File: src/rtl/aria_round_seq.sv
// ARIA round sequencer: key-expansion words, round-key addressing and last-round control
// for 128/192/256-bit keys, with a start/busy/done handshake plus hold and abort.
module aria_round_seq #(
  parameter int ADDR_W   = 5,
  parameter int RND_W    = 4,
  parameter int NR_128   = 12,
  parameter int NR_192   = 14,
  parameter int NR_256   = 16,
  parameter int KEXP_CYC = 4
) (
  input  logic              clk,
  input  logic              rst_n,
  input  logic              start,
  input  logic              dec,
  input  logic [1:0]        aria_mode,
  input  logic              hold,
  input  logic              abort,
  output logic              busy,
  output logic              done,
  output logic [1:0]        w_cnt,
  output logic              w_valid,
  output logic [ADDR_W-1:0] rk_addr,
  output logic              rk_valid,
  output logic [RND_W-1:0]  round_cnt,
  output logic              sl_type,
  output logic              diff_bypass,
  output logic              final_key
);

  typedef enum logic [2:0] {
    S_IDLE,
    S_KEXP,
    S_ROUND,
    S_FINAL,
    S_DONE
  } state_t;

  state_t            state;
  logic              dec_q;
  logic [ADDR_W-1:0] nr_q;
  logic [ADDR_W-1:0] nr_sel;
  logic [ADDR_W-1:0] nr_last;
  logic [ADDR_W-1:0] rnd_ext;

  always_comb begin
    nr_sel = ADDR_W'(NR_256);
    case (aria_mode)
      2'b00:   nr_sel = ADDR_W'(NR_128);
      2'b01:   nr_sel = ADDR_W'(NR_192);
      default: nr_sel = ADDR_W'(NR_256);
    endcase
  end

  assign nr_last = nr_q - ADDR_W'(1);
  assign rnd_ext = ADDR_W'(round_cnt);
  assign sl_type = round_cnt[0];

  always_ff @(posedge clk or negedge rst_n) begin
    if (!rst_n) begin
      state       <= S_IDLE;
      dec_q       <= 1'b0;
      nr_q        <= '0;
      busy        <= 1'b0;
      done        <= 1'b0;
      w_cnt       <= '0;
      w_valid     <= 1'b0;
      rk_addr     <= '0;
      rk_valid    <= 1'b0;
      round_cnt   <= '0;
      diff_bypass <= 1'b0;
      final_key   <= 1'b0;
    end else if (abort) begin
      state       <= S_IDLE;
      busy        <= 1'b0;
      done        <= 1'b0;
      w_cnt       <= '0;
      w_valid     <= 1'b0;
      rk_addr     <= '0;
      rk_valid    <= 1'b0;
      round_cnt   <= '0;
      diff_bypass <= 1'b0;
      final_key   <= 1'b0;
    end else if (!hold) begin
      case (state)
        S_IDLE: begin
          if (start) begin
            state   <= S_KEXP;
            dec_q   <= dec;
            nr_q    <= nr_sel;
            busy    <= 1'b1;
            w_valid <= 1'b1;
            w_cnt   <= '0;
          end
        end
        S_KEXP: begin
          if (w_cnt == 2'(KEXP_CYC - 1)) begin
            state       <= S_ROUND;
            w_valid     <= 1'b0;
            rk_valid    <= 1'b1;
            round_cnt   <= '0;
            rk_addr     <= dec_q ? nr_q : '0;
            diff_bypass <= (nr_q == ADDR_W'(1));
          end else begin
            w_cnt <= w_cnt + 2'd1;
          end
        end
        S_ROUND: begin
          if (rnd_ext == nr_last) begin
            state       <= S_FINAL;
            rk_addr     <= dec_q ? '0 : nr_q;
            final_key   <= 1'b1;
            diff_bypass <= 1'b0;
          end else begin
            round_cnt   <= round_cnt + RND_W'(1);
            rk_addr     <= dec_q ? rk_addr - ADDR_W'(1) : rk_addr + ADDR_W'(1);
            // Registered flag: it must be high while the last round index is presented.
            diff_bypass <= (rnd_ext + ADDR_W'(1) == nr_last);
          end
        end
        S_FINAL: begin
          state     <= S_DONE;
          rk_valid  <= 1'b0;
          final_key <= 1'b0;
          done      <= 1'b1;
        end
        S_DONE: begin
          state     <= S_IDLE;
          done      <= 1'b0;
          busy      <= 1'b0;
          w_cnt     <= '0;
          round_cnt <= '0;
          rk_addr   <= '0;
        end
        default: state <= S_IDLE;
      endcase
    end
  end

endmodule

File: config.mk
export PLATFORM = sky130hd
export DESIGN_NAME = aria_round_seq
export DESIGN_NICKNAME = d
export VERILOG_FILES = /design/src/rtl/aria_round_seq.sv
export SDC_FILE = /design/constraint.sdc
export NUM_CORES = 1
export LEC_CHECK = 0
export ABC_AREA = 0
export CORE_AREA = 2 2 63 65
export CTS_BUF_LIST = sky130_fd_sc_hd__clkbuf_4 sky130_fd_sc_hd__clkbuf_8
export DETAILED_ROUTE_END_ITERATION = 6
export DIE_AREA = 0 0 65 67
export PLACE_DENSITY = 0.65
export SLEW_MARGIN = 10
export SYNTH_ARGS = -nofsm -noshare
export SYNTH_HDL_FRONTEND = slang
export SYNTH_SLANG_ARGS = --single-unit
File: constraint.sdc
create_clock -name clk -period 2.9 [get_ports clk]
set_input_delay 0.29 -clock clk [delete_from_list [all_inputs] [get_ports clk]]
set_output_delay 0.29 -clock clk [all_outputs]
set_load 0.02 [all_outputs]
### After elaboration in Yosys (flattened, before gate mapping)

Cells that the tools add are included.

* reduce and logical (&&, ||, !) cells: 21
* eq/ne operators: 15
* add/sub/neg operators: 6
* bitwise logic cells: 2
* multiplexer cells: 49

Operator list (number)
* two-way mux 5 bit: 7
* AND reduction 4 bit: 5
* two-way mux 1 bit: 18
* nonzero test 3 bit: 6
* two-way mux 4 bit: 4
* two-way mux 3 bit: 5
* != test 3 bit, second input constant: 5
* case mux 5 bit (3 select lines): 1
* AND reduction 3 bit: 5
* case mux 1 bit (2 select lines): 6
* case mux 3 bit (4 select lines): 1
* case mux 4 bit (3 select lines): 1
* case mux 5 bit (2 select lines): 1
* subtractor 5 x 1 -> 5 bit, second input constant: 2
* two-way mux 2 bit: 4
* nonzero test 4 bit: 2
* == test 3 x 2 -> 1 bit, second input constant: 2
* case mux 2 bit (3 select lines): 1
* adder 4 x 1 -> 5 bit, second input constant: 1
* adder 5 x 1 -> 5 bit, second input constant: 1
* == test 4 x 5 -> 1 bit: 1
* == test 5 x 1 -> 1 bit, second input constant: 1
* == test 5 bit: 1
* adder 4 x 1 -> 4 bit, second input constant: 1
* 10 further kinds: 11

* output and inout port bits: 18
* logic and storage cells: 105
* input bits: 8
* register bits: 26

### Depth between registers and ports, before layout

* depth in word-level cells: 6
* gate-level depth with buffers: 10
* depth with buffers taken out: 8

### Worst setup path before layout

OpenSTA, ideal clock, no wires.

* kind: reg-to-reg
* start point: register nr_q[1]
* end point: register rk_addr[4]
* cell stages (with the launch flop): 11
* slack: 961 ps
* clock period less this slack: 1939 ps
* library setup time: 86 ps
* required time: 2814 ps
* arrival: 1854 ps
* path buffers: 2
* cells stage by stage: dfrtp_1 -> clkbuf_2 -> inv_1 -> ha_1 -> xor2_1 -> nor3_1 -> nand3_1 -> buf_2 -> nor3b_1 -> o21ai_0 -> a32oi_1

* longest elaborated chain between the ends: 6

RTL lines
* from (decl): line 40 `logic [ADDR_W-1:0] nr_q;`
* from (signal assigned): line 89 `nr_q <= nr_sel;`
* subtractor 5 x 1 -> 5 bit: line 54 `assign nr_last = nr_q - ADDR_W'(1);`
* == test 4 x 5 -> 1 bit: line 108 `if (rnd_ext == nr_last) begin`
* two-way mux 5 bit: line 108
* case mux 5 bit (3 select lines): line 84 `case (state)`
* two-way mux 5 bit: line 83 `end else if (!hold) begin`
* two-way mux 5 bit: line 72 `end else if (abort) begin`
* to (signal assigned): line 101 `rk_addr <= dec_q ? nr_q : '0;`
* to (signal assigned): line 110 `rk_addr <= dec_q ? '0 : nr_q;`
* to (signal assigned): line 115 `rk_addr <= dec_q ? rk_addr - ADDR_W'(1) : rk_addr + ADDR_W'(1);`
* to (decl): line 22 `output logic [ADDR_W-1:0] rk_addr,`

No other way between the ends. The select of a mux whose other input is x is not followed.
A chain may end at the register's enable or synchronous reset.

### Worst setup path after layout

Same ends and word-level chain as after synthesis.

==> results.md <==
Outcome:
- The run finished with clean final reports.

Layout:
- The final antenna diode count is 0.
- The library cells used most frequently in the layout, excluding fill and tap cells, are sky130_fd_sc_hd__clkdlybuf4s50_1 (25), sky130_fd_sc_hd__dfrtp_1 (24), sky130_fd_sc_hd__nand2_1 (17), sky130_fd_sc_hd__o21ai_0 (17), sky130_fd_sc_hd__nor2_1 (15).
- The most common cell after layout, fill and taps aside is sky130_fd_sc_hd__clkdlybuf4s50_1.
- The number of nets in the layout is 221.
- In the final layout, the share of cells above drive strength 1 is 6.90%.
- The area growth from synthesis to layout is 20.2%.

Logic synthesis:
- The number of cells produced by synthesis is 183.
- Summing every instance area after synthesis gives ~1600 um2.
- The number of nets in the synthesized netlist is 199.
- For this run, asynchronously set or reset flops after synthesis account for 100%.
- The number of flops mapped to enable cells by yosys is 0.
- The synthesized design contains 24 register bits.
- By area the synthesized netlist is led by sky130_fd_sc_hd__dfrtp_1 (38%), sky130_fd_sc_hd__ha_1 (5.5%), sky130_fd_sc_hd__o21ai_0 (5.3%).
- The top cell type by total area after synthesis is sky130_fd_sc_hd__dfrtp_1.
- For this run, the leading register cell type out of synthesis is sky130_fd_sc_hd__dfrtp_1.
- The count of yosys warnings during synthesis is 0.
- After synthesis, the netlist uses 49 different library cells.
- Averaged over all synthesized cells, the footprint is 8.75 um2.
- For this run, the register share of the synthesized area comes to 37.5%.
- The portion of synthesized cell area occupied by the leading cell type is 37.5%.

Setup path:
- The total buffers and inverters traversed by the critical path is 1.
- Traced cell by cell, the critical path runs through inv_1, ha_1, xor2_1, nor3_1, nand3_1, and3_1, o21ai_0, a32oi_1.
- The maximum fanout along the worst path is 13.
- The worst setup path is of the reg -> reg kind.
- Counting cells, the worst reg-to-reg path comes to 8.
- The largest individual stage delay along the critical path comes from the cell sky130_fd_sc_hd__dfrtp_1.
- The worst register-to-register path begins at nr_q[1].
- For this run, the slowest stage of the critical path takes 490 ps.
- The gate family responsible for the most delay along the worst path is simple AND/OR/NAND/NOR gates.
- The worst register-to-register path ends at rk_addr[4].
- The internal reg-to-reg setup slack is 660 ps.
- The worst setup path is captured at a register.
- The signal arrival time at the worst endpoint is 2370 ps.
- Counting buffers and inverters, the worst setup path is 8 cells deep.
- Data on the critical path is required at its endpoint by a little over 3000 ps.
- The type of element launching the critical path is a register.

Power and ir drop:
- The net switching power is 357 uW.
- Of the total power, combinational logic draws 35.8%.
- The relative contribution of the clock network to total power is 20.1%.
- Cell internal power was estimated by the tool at 626 uW.
- The worst-case IR drop observed on VDD is 0.271 mV.
- In this run switching power makes up 36.3% of total power.
- The ratio of total power to cell area is 511 nW/um2.
- Per report_power, the sequential group accounts for between 40% and 50% of the total.
- The analysis attributes to cell leakage a power of 0.797 nW.

Clocking:
- The buffer type at the clock tree root is sky130_fd_sc_hd__clkbuf_8.
- The TritonCTS sink count is 24.
- The number of CTS-inserted buffers is 3.
- Buffers inserted to repair hold after CTS numbered 0.
- The clock reaches the later pin of the worst-skew pair after 270 ps.
- TritonCTS built the clock tree.
- After clock tree synthesis, the clock-pin slew on the worst setup and hold paths is 80 ps.
- CTS built an H-tree with a depth of 1.
- Gates resized during post-CTS repair numbered 0.
- The number of setup buffers added after CTS is 0.
- The largest buffer count on any clock path is 2.

Floorplan:
- The number of top-level pins is 26.
- The height of the die is ~67 um.
- The floorplan step defined a die boundary enclosing 4360 um2.
- The total area inside the core boundary comes to between 3000 and 4000 um2.
- The die is roughly 65 um wide.
- In this run the core area contains 22 standard-cell rows.
- The starting density of the core is 44.4%.

Min path:
- The worst hold path belongs to the class in -> async.

Timing:
- The number of endpoints with negative hold slack in the final report is 0.
- Between clock sinks in the finished design, the worst skew comes to about 2.7 ps.
- The count of endpoints failing setup in the final report is 0.
- The slew of the pin with the lowest slew margin is 480 ps.
- The number of max-slew violations in the final report came to 0.
- In the final timing run, aggregate negative setup slack is 0 ps.
- The highest attainable clock frequency is 447 MHz.
- Setup repair after global routing left no endpoint under its margin.
- In this run the tightest slew margin relative to its limit is 67.9%.
- The tightest hold path in the finished design has a slack of 386 ps.
- The minimum clock period is 2240 ps.
- The final critical path takes up 77.2% of the cycle.

Global route:
- Global routing consumed, over all layers together, between 10% and 20% of the routing resources.
- Entering global routing, the biggest net connects 25 pins.
- The initial antenna violation count is 0.
- The number of global-route vias before repair is 1402.
- The first global-routing pass estimated 6570 um of wire.
- After global routing the overflow that remains totals 0.

Placed design:
- The final HPWL from detailed placement is 2630 um.
- During placement, the flow inserted port buffers numbering 25.
- At the end of routability-driven placement, the weighted congestion stood at 0.811.

Route:
- Using the TritonRoute via totals, the vias-per-cell ratio works out to around 5.5.
- The total routed wirelength is 3620 um.
- The iteration count of the initial detailed-routing pass is 4.
- Dividing the detail-routed wire length by the instance count gives 14.4 um.
- For this block, the initial DRC count from the detailed router was 87.
- The DRC violations left is 0.
- The remaining antenna violation count after routing is 0.
- The detailed-route via count is 1384.

Run:
- The max-cap check violation count is 0.
[synth_stat cells (4+ instances only)]
master                     number
sky130_fd_sc_hd__dfrtp_1       24
sky130_fd_sc_hd__buf_2          4
sky130_fd_sc_hd__a21oi_1       13
sky130_fd_sc_hd__inv_1         10
sky130_fd_sc_hd__xnor2_1        5
sky130_fd_sc_hd__nand2b_1       4
sky130_fd_sc_hd__o21ai_0       17
sky130_fd_sc_hd__nor3_1         9
sky130_fd_sc_hd__clkbuf_1       4
sky130_fd_sc_hd__nor2_1        15
sky130_fd_sc_hd__nand2_1       17
sky130_fd_sc_hd__ha_1           7
[power groups by stage]
stage	sequential, mW	clock (mW)	combinational (mW)
6_report	0.434	0.197	0.352
5_1_grt	0.443	0.218	0.396
4_1_cts	0.435	0.203	0.353
3_5_place_dp	0.442	0	0.350
3_3_place_gp	0.439	0	0.343
2_1_floorplan	0.433	0	0.248
[layer usage]
layer | wire length, um | track usage (%)
met1 | 1760 | 26.1
met2 | 1680 | 31.7
met3 | 127 | 2.87
met4 | 49 | 6.12
met5 | 0 | 0
[flip-flops by register name, indices dropped and copies added (netlist names)]
register	flops
rk_addr	5
round_cnt	4
nr_q	3
state	3
w_cnt	2
busy	1
dec_q	1
diff_bypass	1
done	1
final_key	1
rk_valid	1
w_valid	1
[through the flow]
step           utilization [%]  total power [mW]  instances  instance area (um2)  setup WS [ps]
2_1_floorplan                -             0.681        183                 1600            961
3_3_place_gp              52.2             0.782        248                 1880            770
3_5_place_dp              52.2             0.792        248                 1880            674
4_1_cts                   53.4             0.991        251                 1920            658
5_1_grt                   53.4              1.06        251                 1920            476
6_report                  53.4             0.984        251                 1920            662
[worst reg2reg max path, cell delays in order (launching register included)]
cell	delay, ps
sky130_fd_sc_hd__dfrtp_1	490
sky130_fd_sc_hd__inv_1	80
sky130_fd_sc_hd__ha_1	210
sky130_fd_sc_hd__xor2_1	180
sky130_fd_sc_hd__nor3_1	180
sky130_fd_sc_hd__nand3_1	380
sky130_fd_sc_hd__and3_1	320
sky130_fd_sc_hd__o21ai_0	160
sky130_fd_sc_hd__a32oi_1	120
[cell type report]
class	instances	area [um2]
inverter	10	37.5
sequential	24	601
fill	344	1680
multi-input combinational	138	912
clock buffer	3	41.3
timing repair buffer	28	273
tap	48	60.1
[worst max-delay path by stage]
stage	from	endpoint	slack, ps
after CTS	nr_q[1]	rk_addr[4]	660
after floorplan	nr_q[1]	rk_addr[4]	960
after detailed placement	nr_q[1]	rk_addr[4]	670
after global routing	nr_q[1]	rk_addr[1]	480
final	nr_q[1]	rk_addr[4]	660
after global placement	nr_q[1]	rk_addr[4]	770
[cells by family (layout without fill, tap and decap cells)]
| family | after synthesis | in the layout | share of synthesized area [%] |
|---|---|---|---|
| simple gates | 62 | 62 | 20.1 |
| compound gates | 54 | 54 | 21.8 |
| flops | 24 | 24 | 37.5 |
| buf+inv | 21 | 41 | 5.55 |
| fa+ha+maj | 8 | 8 | 6.72 |
| xor+xnor | 8 | 8 | 4.38 |
| mux | 6 | 6 | 3.98 |
(Power assumes the default switching activity.)
